--- src/rtl/disp_pkg.sv ---
// Shared types and constants for the six-digit seven-segment display scheduler.
package disp_pkg;
   typedef enum logic [1:0] {IDLE, CONVERT, COMMIT} disp_state_t;
   localparam int DISP_MAX = 999999;
   typedef logic [3:0] bcd_t;
   localparam logic [7:0] SEG_BLANK = 8'hFF;
endpackage

--- src/rtl/bin2bcd_iter.sv ---
// Iterative shift-add-3 binary to BCD converter, one input bit per clock.
module bin2bcd_iter
   import disp_pkg::*;
#(
   parameter int WIDTH = 20,
   parameter int NDIG  = 6
) (
   input  logic                 clk,
   input  logic                 rst_n,
   input  logic                 start,
   input  logic [WIDTH-1:0]     value,
   output logic                 done,
   output bcd_t [NDIG-1:0]      bcd
);
   localparam int CW = $clog2(WIDTH + 1);

   logic [WIDTH-1:0]  sr;
   logic [CW-1:0]     cnt;
   bcd_t [NDIG-1:0]   scratch;
   bcd_t [NDIG-1:0]   adj;
   logic [4*NDIG-1:0] adj_flat;

   always_comb begin
      adj = scratch;
      for (int i = 0; i < NDIG; i++) begin
         if (scratch[i] >= 4'd5) adj[i] = scratch[i] + 4'd3;
      end
      adj_flat = adj;
   end

   // done flags the cycle whose edge performs the final shift
   assign done = (cnt == CW'(1));
   assign bcd  = scratch;

   always_ff @(posedge clk or negedge rst_n) begin
      if (!rst_n) begin
         sr      <= '0;
         cnt     <= '0;
         scratch <= '0;
      end else if (start) begin
         sr      <= value;
         cnt     <= CW'(WIDTH);
         scratch <= '0;
      end else if (cnt != '0) begin
         scratch <= {adj_flat[4*NDIG-2:0], sr[WIDTH-1]};
         sr      <= {sr[WIDTH-2:0], 1'b0};
         cnt     <= cnt - CW'(1);
      end
   end
endmodule

--- src/rtl/sevenSegDigit.sv ---
// One BCD digit to active-low segments {dp,g,f,e,d,c,b,a}; blank when disabled.
module sevenSegDigit
   import disp_pkg::*;
(
   input  bcd_t       digit,
   input  logic       en,
   output logic [7:0] seg
);
   always_comb begin
      seg = SEG_BLANK;
      if (en) begin
         case (digit)
            4'd0:    seg = 8'hC0;
            4'd1:    seg = 8'hF9;
            4'd2:    seg = 8'hA4;
            4'd3:    seg = 8'hB0;
            4'd4:    seg = 8'h99;
            4'd5:    seg = 8'h92;
            4'd6:    seg = 8'h82;
            4'd7:    seg = 8'hF8;
            4'd8:    seg = 8'h80;
            4'd9:    seg = 8'h98;
            default: seg = SEG_BLANK;
         endcase
      end
   end
endmodule

--- src/rtl/disp_scheduler.sv ---
// Six-digit display scheduler: load handshake, BCD conversion, atomic commit, blanking.
// Optional blinking is compiled in with `define DISP_BLINK_EN.
module disp_scheduler
   import disp_pkg::*;
#(
   parameter int WIDTH      = 20,
   parameter int NDIG       = 6,
   parameter int BLINK_HALF = 25_000_000
) (
   input  logic              clk,
   input  logic              rst_n,
   input  logic [WIDTH-1:0]  value_in,
   input  logic              load_in,
   output logic              ready_out,
   output logic              update_out,
   output logic              overflow_out,
   input  logic              on_in,
   input  logic              blink_in,
   output logic [8*NDIG-1:0] hex_out,
   output disp_state_t       state_dbg
);
   // Handshake: a load transfers on any rising edge where load_in=1 and ready_out=1;
   // requests while ready_out=0 are dropped, not held.
   disp_state_t       state, state_nxt;
   bcd_t [NDIG-1:0]   digits;
   bcd_t [NDIG-1:0]   bcd;
   logic              start, done, ovf_pend, blink_off, seen;
   logic [WIDTH-1:0]  sat_value;
   logic [NDIG-1:0]   mask, dig_en;

   assign ready_out = (state == IDLE);
   assign state_dbg = state;
   assign start     = ready_out && load_in;
   assign sat_value = (value_in > WIDTH'(DISP_MAX)) ? WIDTH'(DISP_MAX) : value_in;

   bin2bcd_iter #(.WIDTH(WIDTH), .NDIG(NDIG)) u_conv (
      .clk   (clk),
      .rst_n (rst_n),
      .start (start),
      .value (sat_value),
      .done  (done),
      .bcd   (bcd)
   );

   always_comb begin
      state_nxt = state;
      case (state)
         IDLE:    if (load_in) state_nxt = CONVERT;
         CONVERT: if (done)    state_nxt = COMMIT;
         COMMIT:               state_nxt = IDLE;
         default:              state_nxt = IDLE;
      endcase
   end

   always_ff @(posedge clk or negedge rst_n) begin
      if (!rst_n) begin
         state        <= IDLE;
         digits       <= '0;
         ovf_pend     <= 1'b0;
         overflow_out <= 1'b0;
         update_out   <= 1'b0;
      end else begin
         state      <= state_nxt;
         update_out <= (state == COMMIT);
         if (start) ovf_pend <= (value_in > WIDTH'(DISP_MAX));
         if (state == COMMIT) begin
            digits       <= bcd;
            overflow_out <= ovf_pend;
         end
      end
   end

`ifdef DISP_BLINK_EN
   localparam int BW = (BLINK_HALF > 1) ? $clog2(BLINK_HALF) : 1;
   logic [BW-1:0] blink_cnt;
   logic          phase_off;

   always_ff @(posedge clk or negedge rst_n) begin
      if (!rst_n) begin
         blink_cnt <= '0;
         phase_off <= 1'b0;
      end else if (blink_cnt == BW'(BLINK_HALF - 1)) begin
         blink_cnt <= '0;
         phase_off <= ~phase_off;
      end else begin
         blink_cnt <= blink_cnt + BW'(1);
      end
   end
   assign blink_off = blink_in && phase_off;
`else
   logic unused_blink;
   assign unused_blink = blink_in;
   assign blink_off    = 1'b0;
`endif

   // A digit shows if it is the units digit or anything at or above it is nonzero
   always_comb begin
      seen = 1'b0;
      mask = '0;
      for (int k = NDIG - 1; k >= 0; k--) begin
         seen    = seen | (digits[k] != 4'd0);
         mask[k] = seen | (k == 0);
      end
      dig_en = mask & {NDIG{on_in && !blink_off}};
   end

   for (genvar g = 0; g < NDIG; g++) begin : g_dig
      sevenSegDigit u_seg (
         .digit (digits[g]),
         .en    (dig_en[g]),
         .seg   (hex_out[8*g +: 8])
      );
   end
endmodule

--- config.mk ---
export PLATFORM = sky130hd
export DESIGN_NAME = disp_scheduler
export DESIGN_NICKNAME = d
export VERILOG_FILES = /design/src/rtl/disp_pkg.sv /design/src/rtl/bin2bcd_iter.sv /design/src/rtl/sevenSegDigit.sv /design/src/rtl/disp_scheduler.sv
export SDC_FILE = /design/constraint.sdc
export NUM_CORES = 1
export LEC_CHECK = 0
export ABC_CLOCK_PERIOD_IN_PS = 2810
export CAP_MARGIN = 10
export CORE_MARGIN = 2
export CORE_UTILIZATION = 59
export CTS_CLUSTER_DIAMETER = 100
export DETAILED_ROUTE_END_ITERATION = 12
export GPL_ROUTABILITY_DRIVEN = 1
export PLACE_DENSITY = 0.86
export SLEW_MARGIN = 20
export SYNTH_ARGS = -nofsm -noshare
export SYNTH_HDL_FRONTEND = slang
export SYNTH_SLANG_ARGS = --single-unit
--- constraint.sdc ---
create_clock -name clk -period 2.81 [get_ports clk]
set_input_delay 0.4215 -clock clk [delete_from_list [all_inputs] [get_ports clk]]
set_output_delay 0.4215 -clock clk [all_outputs]
set_load 0.005 [all_outputs]
## Word-level counts from Yosys, hierarchy flattened

Memories as Yosys holds them, arrays and structs flattened.
Cells that the tools add are included.

- Bits in registers: 78
- Bits in read-only memories: 672
- Input bits: 25
- Logic and storage cells: 80
- Memories: 6

- Add/subtract/negate cells: 7
- Order comparisons: 7
- Equal/unequal tests: 5
- Muxes and demuxes: 22
- Bitwise gates (word level): 5
- Reduce and logical (&&, ||, !) cells: 10

Memories:

| memory | words | width | rd ports | clocked after Yosys merged registers in | write ports | line | source |
|---|---|---|---|---|---|---|---|
| (no name shown) | 16 | 7 | 1 | 0 | 0 | sevenSegDigit.sv:12 | `case (digit)` |
| (no name shown) | 16 | 7 | 1 | 0 | 0 | sevenSegDigit.sv:12 |  |
| (no name shown) | 16 | 7 | 1 | 0 | 0 | sevenSegDigit.sv:12 |  |
| (no name shown) | 16 | 7 | 1 | 0 | 0 | sevenSegDigit.sv:12 |  |
| (no name shown) | 16 | 7 | 1 | 0 | 0 | sevenSegDigit.sv:12 |  |
| (no name shown) | 16 | 7 | 1 | 0 | 0 | sevenSegDigit.sv:12 |  |

Operators with widths:

| cell | number |
|---|---|
| two-way mux 20 bit | 3 |
| two-way mux 24 bit | 2 |
| two-way mux 8 bit | 6 |
| greater-or-equal comparator 4 x 3 -> 1 bit, second input constant | 6 |
| adder 4 x 2 -> 4 bit, second input constant | 5 |
| > comparator 20 bit, second input constant | 1 |
| two-way mux 4 bit | 5 |
| nonzero test 4 bit | 5 |
| two-way mux 5 bit | 2 |
| bitwise AND 6 bit | 1 |
| == test 5 x 1 -> 1 bit, second input constant | 1 |
| nonzero test 5 bit | 1 |
| subtractor 5 x 1 -> 5 bit, second input constant | 1 |
| two-way mux 2 bit | 2 |
| != test 2 bit, second input constant | 2 |
| OR 1 bit | 4 |
| one-hot mux 2 bit (2 select lines) | 1 |
| adder 3 x 2 -> 3 bit, second input constant | 1 |
| two-way mux 3 bit | 1 |
| == test 2 x 1 -> 1 bit, second input constant | 1 |
| == test 2 bit, second input constant | 1 |
| zero test 2 bit | 1 |
| AND reduction 2 bit | 1 |
| nonzero test 2 bit | 1 |
| logical AND 1 bit | 1 |

## Depth between registers and ports, before layout

Gate-level depths: netlist of the first run.

- Word-level depth: 7
- Depth in mapped cells: 7
- Depth with buffers taken out: 6

## Cells and area by module

A second synthesis of the first run with hierarchy kept.

- Cell total of the unflattened synthesis: 641
- Area total of the unflattened synthesis: 5734.2 sq um

By module, submodules not included:

| module | times used | cells each | area each (sq um) | seq. area each (sq um) |
|---|---|---|---|---|
| bin2bcd_iter | 1 | 306 | 2822.7 | 1226.2 |
| disp_scheduler | 1 | 109 | 1353.8 | 725.7 |
| sevenSegDigit (g_dig[0].u_seg ...) | 5 | 38 | 260.2 | 0.0 |
| sevenSegDigit (g_dig[1].u_seg) | 1 | 36 | 256.5 | 0.0 |

## Worst setup path before layout of the first run

No wires, ideal clock.

- Kind: reg2out
- From: register digits[21] (netlist bit)
- To: output hex_out[10]
- Arrival: 1.582 ns
- Setup slack: 0.806 ns
- Stages on the path, launching flop included: 7
- Path buffers: 0
- Path through: dfrtp_1 inv_1 ha_1 nand2b_1 nor4_4 a41oi_2 o211ai_1

- Cells in the longest elaborated chain, start to end: 7

RTL lines:

| element | line | source |
|---|---|---|
| start: declaration | disp_scheduler.sv:25 | `bcd_t [NDIG-1:0] digits;` |
| start signal: assignment | disp_scheduler.sv:58 | `digits <= '0;` |
| start signal: assignment | disp_scheduler.sv:67 | `digits <= bcd;` |
| nonzero test 4 bit | disp_scheduler.sv:101 | `seen = seen \| (digits[k] != 4'd0);` |
| OR 1 bit (4 in series) | disp_scheduler.sv:101 |  |
| bitwise AND 6 bit | disp_scheduler.sv:104 | `dig_en = mask & {NDIG{on_in && !blink_off}};` |
| two-way mux 8 bit | sevenSegDigit.sv:11 | `if (en) begin` |
| end: declaration | disp_scheduler.sv:19 | `output logic [8*NDIG-1:0] hex_out,` |

No other way between the ends.

## Final worst setup path of the first run

- From: register digits[20] (netlist bit)
- To: output hex_out[26]

- Cells in the longest elaborated chain, start to end: 5

RTL lines:

| element | line |
|---|---|
| nonzero test 4 bit | disp_scheduler.sv:101 |
| OR 1 bit (2 in series) | disp_scheduler.sv:101 |
| bitwise AND 6 bit | disp_scheduler.sv:104 |
| two-way mux 8 bit | sevenSegDigit.sv:11 |

No other way between the ends.

==> flow_summary.ini, run 1 <==
[cells_and_area]
finalNetCount = 745
antenna_cells = 0
final_cell_mix = dfrtp_1, o21ai_0, nand2_1, clkdlybuf4s50_1, a21oi_1
area_delta_synth_final_pct = 23.5
final_common_cell = dfrtp_1
layout-drive-gt1-share = 0.129
fillCellCount = 613
stdcell_count = 791

[hold_path]
min_path_type = in2async

[detailed_routing]
first_pass_iters = 5
ant_nets = 0
avgViaCountPerCell = 5.79
wl_per_cell_microns = 14.8
drc = 0
vias = 4582
routed_wl_mm = 11.7
dr.first_iter.drc_count = 245

[clock_network]
clk_latency_ns = 0.35
cts_buffers = 9
clock_sinks = 78
clk_pin_slew_worst_paths_ns = 0.08
cts-root-buf = clkbuf_8
holdBufCountCts = 0
clk_path_buf_depth = 2
cts_max_level = 3
tritoncts = done

[global_routing]
track_usage = 0.237
grt_pass1_vias = 4354
grt_pass1_wl_mm = 18.9
overflow = 0
antenna_found_initial = 0
grt_max_degree = 79

[setup_path]
cp.buffers_inverters = 2
start_kind = flop
required_ns = 2.39
arrival_ns = 2.35
path_class = reg2out
endpoint_kind = output pin
cp_top_family = buffers and inverters
worstPathCellList = inv_2 -> ha_2 -> nand2b_4 -> nor3_2 -> a21oi_1 -> o31ai_1 -> clkdlybuf4s50_1
rrSetupSlack_ns = 0.55
cp_max_fo = 5
cpPeakStageDelay_ns = 0.55
critPathSlowestCell = clkdlybuf4s50_1

[floorplan]
row_count = 34
chipWidth_microns = 97.3
io_pins = 78
die-area_sq_um = 9470
core_area_sq_um = 8590
die_y_microns = 97.3
start_util = 0.598

[synthesis]
synth_seq_cells = 78
syn_area_per_cell_sq_um = 8.49
synthFlopType = dfrtp_1
ys_types = 49
yosysWarnings = 0
syn_inst = 605
ys_seq_area_frac = 0.380
synth_edf_count = 0
synth_area_sq_um = 5140
synthArstFlopShare = 1.00

[timing]
worstMarginPinSlew_ns = 0.948
max_freq_mhz = 361
period_minus_slack_ns = 2.77
rsz0062_at_grt = true
maxSlewViolCount = 0
hold_violations = 0
timing.final.crit_share = 0.987
finalSetupViolCount = 0
maxSlewHeadroom = 0.368
skew_ns = 0.00601
timing.hold.ws_ns = 0.226

[power]
cellLeakagePower_nw = 2.81
p_per_area_nw_per_um2 = 1230
ir_worst_vdd_v = 0.000527

[placement]
place_inst = 762
globalplace.congestion = 0.862
hpwlAfterDp_mm = 7.80
io_buffers = 70

[flow_run]
cap_violations = 0

[status]
status = finished, final reports clean
==> cells in the mapped netlist, types with 5 or more instances <==
master     n  area share
nor3b_1    7       0.010
a21oi_1   52       0.051
o21ai_0   76       0.074
buf_2      8      0.0078
nor3_1     8      0.0078
nand2b_1  22       0.027
mux2i_1    6       0.012
a211oi_2   5       0.012
inv_1     37       0.027
mux2_2    18       0.039
nor2_1    49       0.036
a32oi_1    5      0.0085
a31oi_1    7      0.0085
nand2_1   71       0.052
xnor2_1    6       0.010
clkbuf_1  21       0.015
nand3_1   21       0.020
o22ai_1    7      0.0085
buf_4      6      0.0088
ha_1      42        0.10
o211ai_1   7       0.010
nor2b_1    5      0.0061
dfrtp_1   78        0.38
==> power by group <==
part | switching, mW | internal (mW)
combinational | 2.25 | 2.58
sequential | 0.539 | 1.60
clock | 0.390 | 0.455
==> cells by family (layout without fill, tap and decap cells) <==
group | Yosys count | after routing | share of synthesized area
adders and majority gates | 42 | 42 | 0.102
DFF | 78 | 78 | 0.380
xor gates and xnor gates | 6 | 6 | 0.0102
muxes | 24 | 24 | 0.0512
and+or+nand+nor | 198 | 198 | 0.185
buffers and inverters | 76 | 149 | 0.0648
AOI/OAI and AO/OA | 180 | 180 | 0.205
other | 1 | 6 | 0.000730
==> metrics by stage <==
stage                     TNS (ns)  total power [mW]  setup slack [ns]   util  cell area, sq um
after floorplan                  0              4.70             0.806      -              5150
after global placement           0              6.30             0.179  0.689              5920
after detailed placement         0              6.55             0.125  0.689              5920
after CTS                        0              7.65           0.00318  0.725              6230
after global routing        -0.154              8.45           -0.0935  0.738              6340
final                            0              7.82            0.0368  0.738              6340
==> final cells by class <==
| class | count | area [sq um] | area share |
|---|---|---|---|
| Sequential cell | 78 | 1950 | 0.308 |
| Clock buffer | 12 | 155 | 0.0245 |
| Inverter | 37 | 139 | 0.0219 |
| Clock inverter | 4 | 45.0 | 0.00710 |
| Timing Repair Buffer | 96 | 953 | 0.150 |
| Tap cell | 108 | 135 | 0.0213 |
| Multi-Input combinational cell | 456 | 2960 | 0.467 |
==> metal layers <==
| layer | routed length, microns | vias up | track usage |
|---|---|---|---|
| met5 | 0 | - | 0 |
| met4 | 187 | 0 | 0.0673 |
| met3 | 456 | 16 | 0.0374 |
| met2 | 6140 | 139 | 0.439 |
| met1 | 4940 | 2194 | 0.286 |
| li1 | - | 2233 | - |
==> worst paths after layout <==
check / startpoint / endpoint / cells after the start
worst max-delay path: digits[20] / hex_out[26] / 7
worst min-delay path: rst_n / u_conv.sr[16] / 1
worst max register to register: u_conv.cnt[0] / u_conv.bcd[17] / 6
worst min register to register: ovf_pend / ovf_pend / 2
max in group asynchronous: rst_n / digits[14] / 1
min in group clk: ovf_pend / ovf_pend / 2
==> worst reg2reg max path: stages (launching register included) <==
cell	delay (ns)
dfrtp_1	0.41
inv_1	0.11
ha_1	0.22
or4b_1	0.66
buf_12	0.27
nand2_1	0.29
o21ai_0	0.16
==> sequential cells by signal, summed over array words and instances, names as in the netlist <==
register,flops
ovf_pend,1
update_out,1
overflow_out,1
digits,24
u_conv.cnt,5
u_conv.sr,20
state_dbg,2
u_conv.bcd,24
==> repair_timing <==
item	in CTS	in global routing
pin swaps	4	5
buffers inserted	6	7
gates resized for setup	16	25
gates cloned	0	0
endpoints found under the setup margin	25	19
Note: power is estimated with default switching activity, not from simulation.
==> run 2: changes to the inputs <==
--- a/config.mk
+++ b/config.mk
@@ -12,7 +12,7 @@
 export CTS_CLUSTER_DIAMETER = 100
 export DETAILED_ROUTE_END_ITERATION = 12
 export GPL_ROUTABILITY_DRIVEN = 1
-export PLACE_DENSITY = 0.86
+export PLACE_DENSITY_LB_ADDON = 0.2
 export SLEW_MARGIN = 20
 export SYNTH_ARGS = -nofsm -noshare
 export SYNTH_HDL_FRONTEND = slang
==> run 2 against run 1 <==
Compared with the run above: die area unchanged; setup slack improved by 0.035 ns; combinational power about the same; clock power increased by 32%; critical path type unchanged; largest cell class unchanged.
==> flow_summary.ini, run 2 (same netlist as run 1, synthesis figures left out) <==
[status]
status = finished, final reports clean

[floorplan]
row_count = 34
die-area_sq_um = 9470
core_area_sq_um = 8590
io_pins = 78
chipWidth_microns = 97.3
start_util = 0.598
die_y_microns = 97.3

[setup_path]
worst_path_most_repeated_cell = buf_4
arrival_ns = 2.32
worstPathCellList = inv_2 -> ha_1 -> nand2b_1 -> nor3_2 -> buf_4 -> buf_4 -> a21oi_4 -> nand3_1 -> clkdlybuf4s50_1
cpPeakStageDelay_ns = 0.45
required_ns = 2.39
cp_max_fo = 7
critPathSlowestCell = clkdlybuf4s50_1
endpoint_kind = output pin
path_class = reg2out
start_kind = flop

[timing]
skew_ns = 0.00561
rsz0062_at_grt = true
timing.final.crit_share = 0.975
finalSetupViolCount = 0
period_minus_slack_ns = 2.74
hold_violations = 0
maxSlewViolCount = 0
worstMarginPinSlew_ns = 0.961
maxSlewHeadroom = 0.359
max_freq_mhz = 365

[placement]
globalplace.congestion = 0.865
hpwlAfterDp_mm = 7.48
place_inst = 764
io_buffers = 70

[flow_run]
cap_violations = 0

[cells_and_area]
final_cell_mix = dfrtp_1, o21ai_0, nand2_1, clkdlybuf4s50_1, a21oi_1
finalNetCount = 747
layout.area.seq_sq_um = 1950
stdcell_count = 793
area_delta_synth_final_pct = 24.7
antenna_cells = 0
multi_input_area_sq_um = 2970
fillCellCount = 644
layout-drive-gt1-share = 0.134
final_common_cell = dfrtp_1
post-route-util = 0.745

[global_routing]
grt_pass1_vias = 4098
antenna_found_initial = 0
gr-usage-met2 = 0.403
grt_util_met1 = 0.307
grt.busiest_layer = met2
grt_max_degree = 79
grt_pass1_wl_mm = 18.6
use_met3 = 0.0281
track_usage = 0.235
overflow = 0

[detailed_routing]
first_pass_iters = 5
drc = 0
wl_per_cell_microns = 14.1
dr.first_iter.drc_count = 230
vias = 4513
ant_nets = 0
avgViaCountPerCell = 5.69
routed_wl_mm = 11.2

[clock_network]
cts-root-buf = clkbuf_8
clk_path_buf_depth = 2
clk_pin_slew_worst_paths_ns = 0.08
clk_latency_ns = 0.36
clock_sinks = 78
tritoncts = done
cts_buffers = 9
cts_max_level = 3
holdBufCountCts = 0

[hold_path]
min_path_type = in2async

[power]
p_per_area_nw_per_um2 = 1260
ir_worst_vdd_v = 0.000545
cellLeakagePower_nw = 2.83
## run 2: repair_timing
action | 4_1_cts | 5_1_grt
gates resized for setup | 13 | 27
endpoints found under the hold margin | 0 | 0
buffers inserted | 7 | 6
pin swaps | 3 | 2
setup endpoints to repair | 25 | 20
## run 2: through the flow
stage	hold WS, ns	TNS [ns]	power (mW)	setup slack, ns	area, sq um
2_1_floorplan	0.126	0	4.70	0.806	5150
3_5_place_dp	0.471	0	6.46	0.132	5910
3_3_place_gp	0.464	0	6.27	0.176	5910
4_1_cts	0.259	0	7.89	0.00256	6290
5_1_grt	0.291	-0.100	8.73	-0.0442	6410
6_report	0.218	0	8.07	0.0713	6410
## run 2: worst max-delay path: cells and delay by family, from the launching register on
family,cells,cell delay [ns]
AOI/OAI and AO/OA,1,0.23
adders and majority gates,1,0.20
buffers and inverters,4,0.82
DFF,1,0.39
and+or+nand+nor,3,0.33
## run 2: path summary, 6_finish.rpt
kind	from	end	slack (ns)	depth (start not counted)
worst max-delay path	digits[8]	hex_out[18]	0.07	9
worst min-delay path	rst_n	digits[2]	0.22	1
worst max register to register	u_conv.cnt[0]	u_conv.bcd[17]	0.57	5
worst min register to register	ovf_pend	ovf_pend	0.48	2
max in group asynchronous	rst_n	digits[9]	1.92	1
min in group clk	ovf_pend	ovf_pend	0.48	2
## run 2: per-layer routing
layer / part of all wire / vias up
met2: 0.50 / 119
met1: 0.44 / 2148
met3: 0.042 / 14
li1: - / 2232
met5: 0 / -
met4: 0.014 / 0
## run 2: area by class of cell
cell class,instances,share of cell area
inverter,37,0.0217
timing repair buffer,98,0.147
clock buffer,10,0.0215
sequential,78,0.305
multi-input combinational,456,0.463
tap,108,0.0211
clock inverter,6,0.0207
## run 2: where the power goes
part / internal [mW] / leakage, nW / switching (mW)
logic: 2.60 / 1.70 / 2.24
clock network: 0.702 / 0.132 / 0.409
registers: 1.60 / 1.00 / 0.523
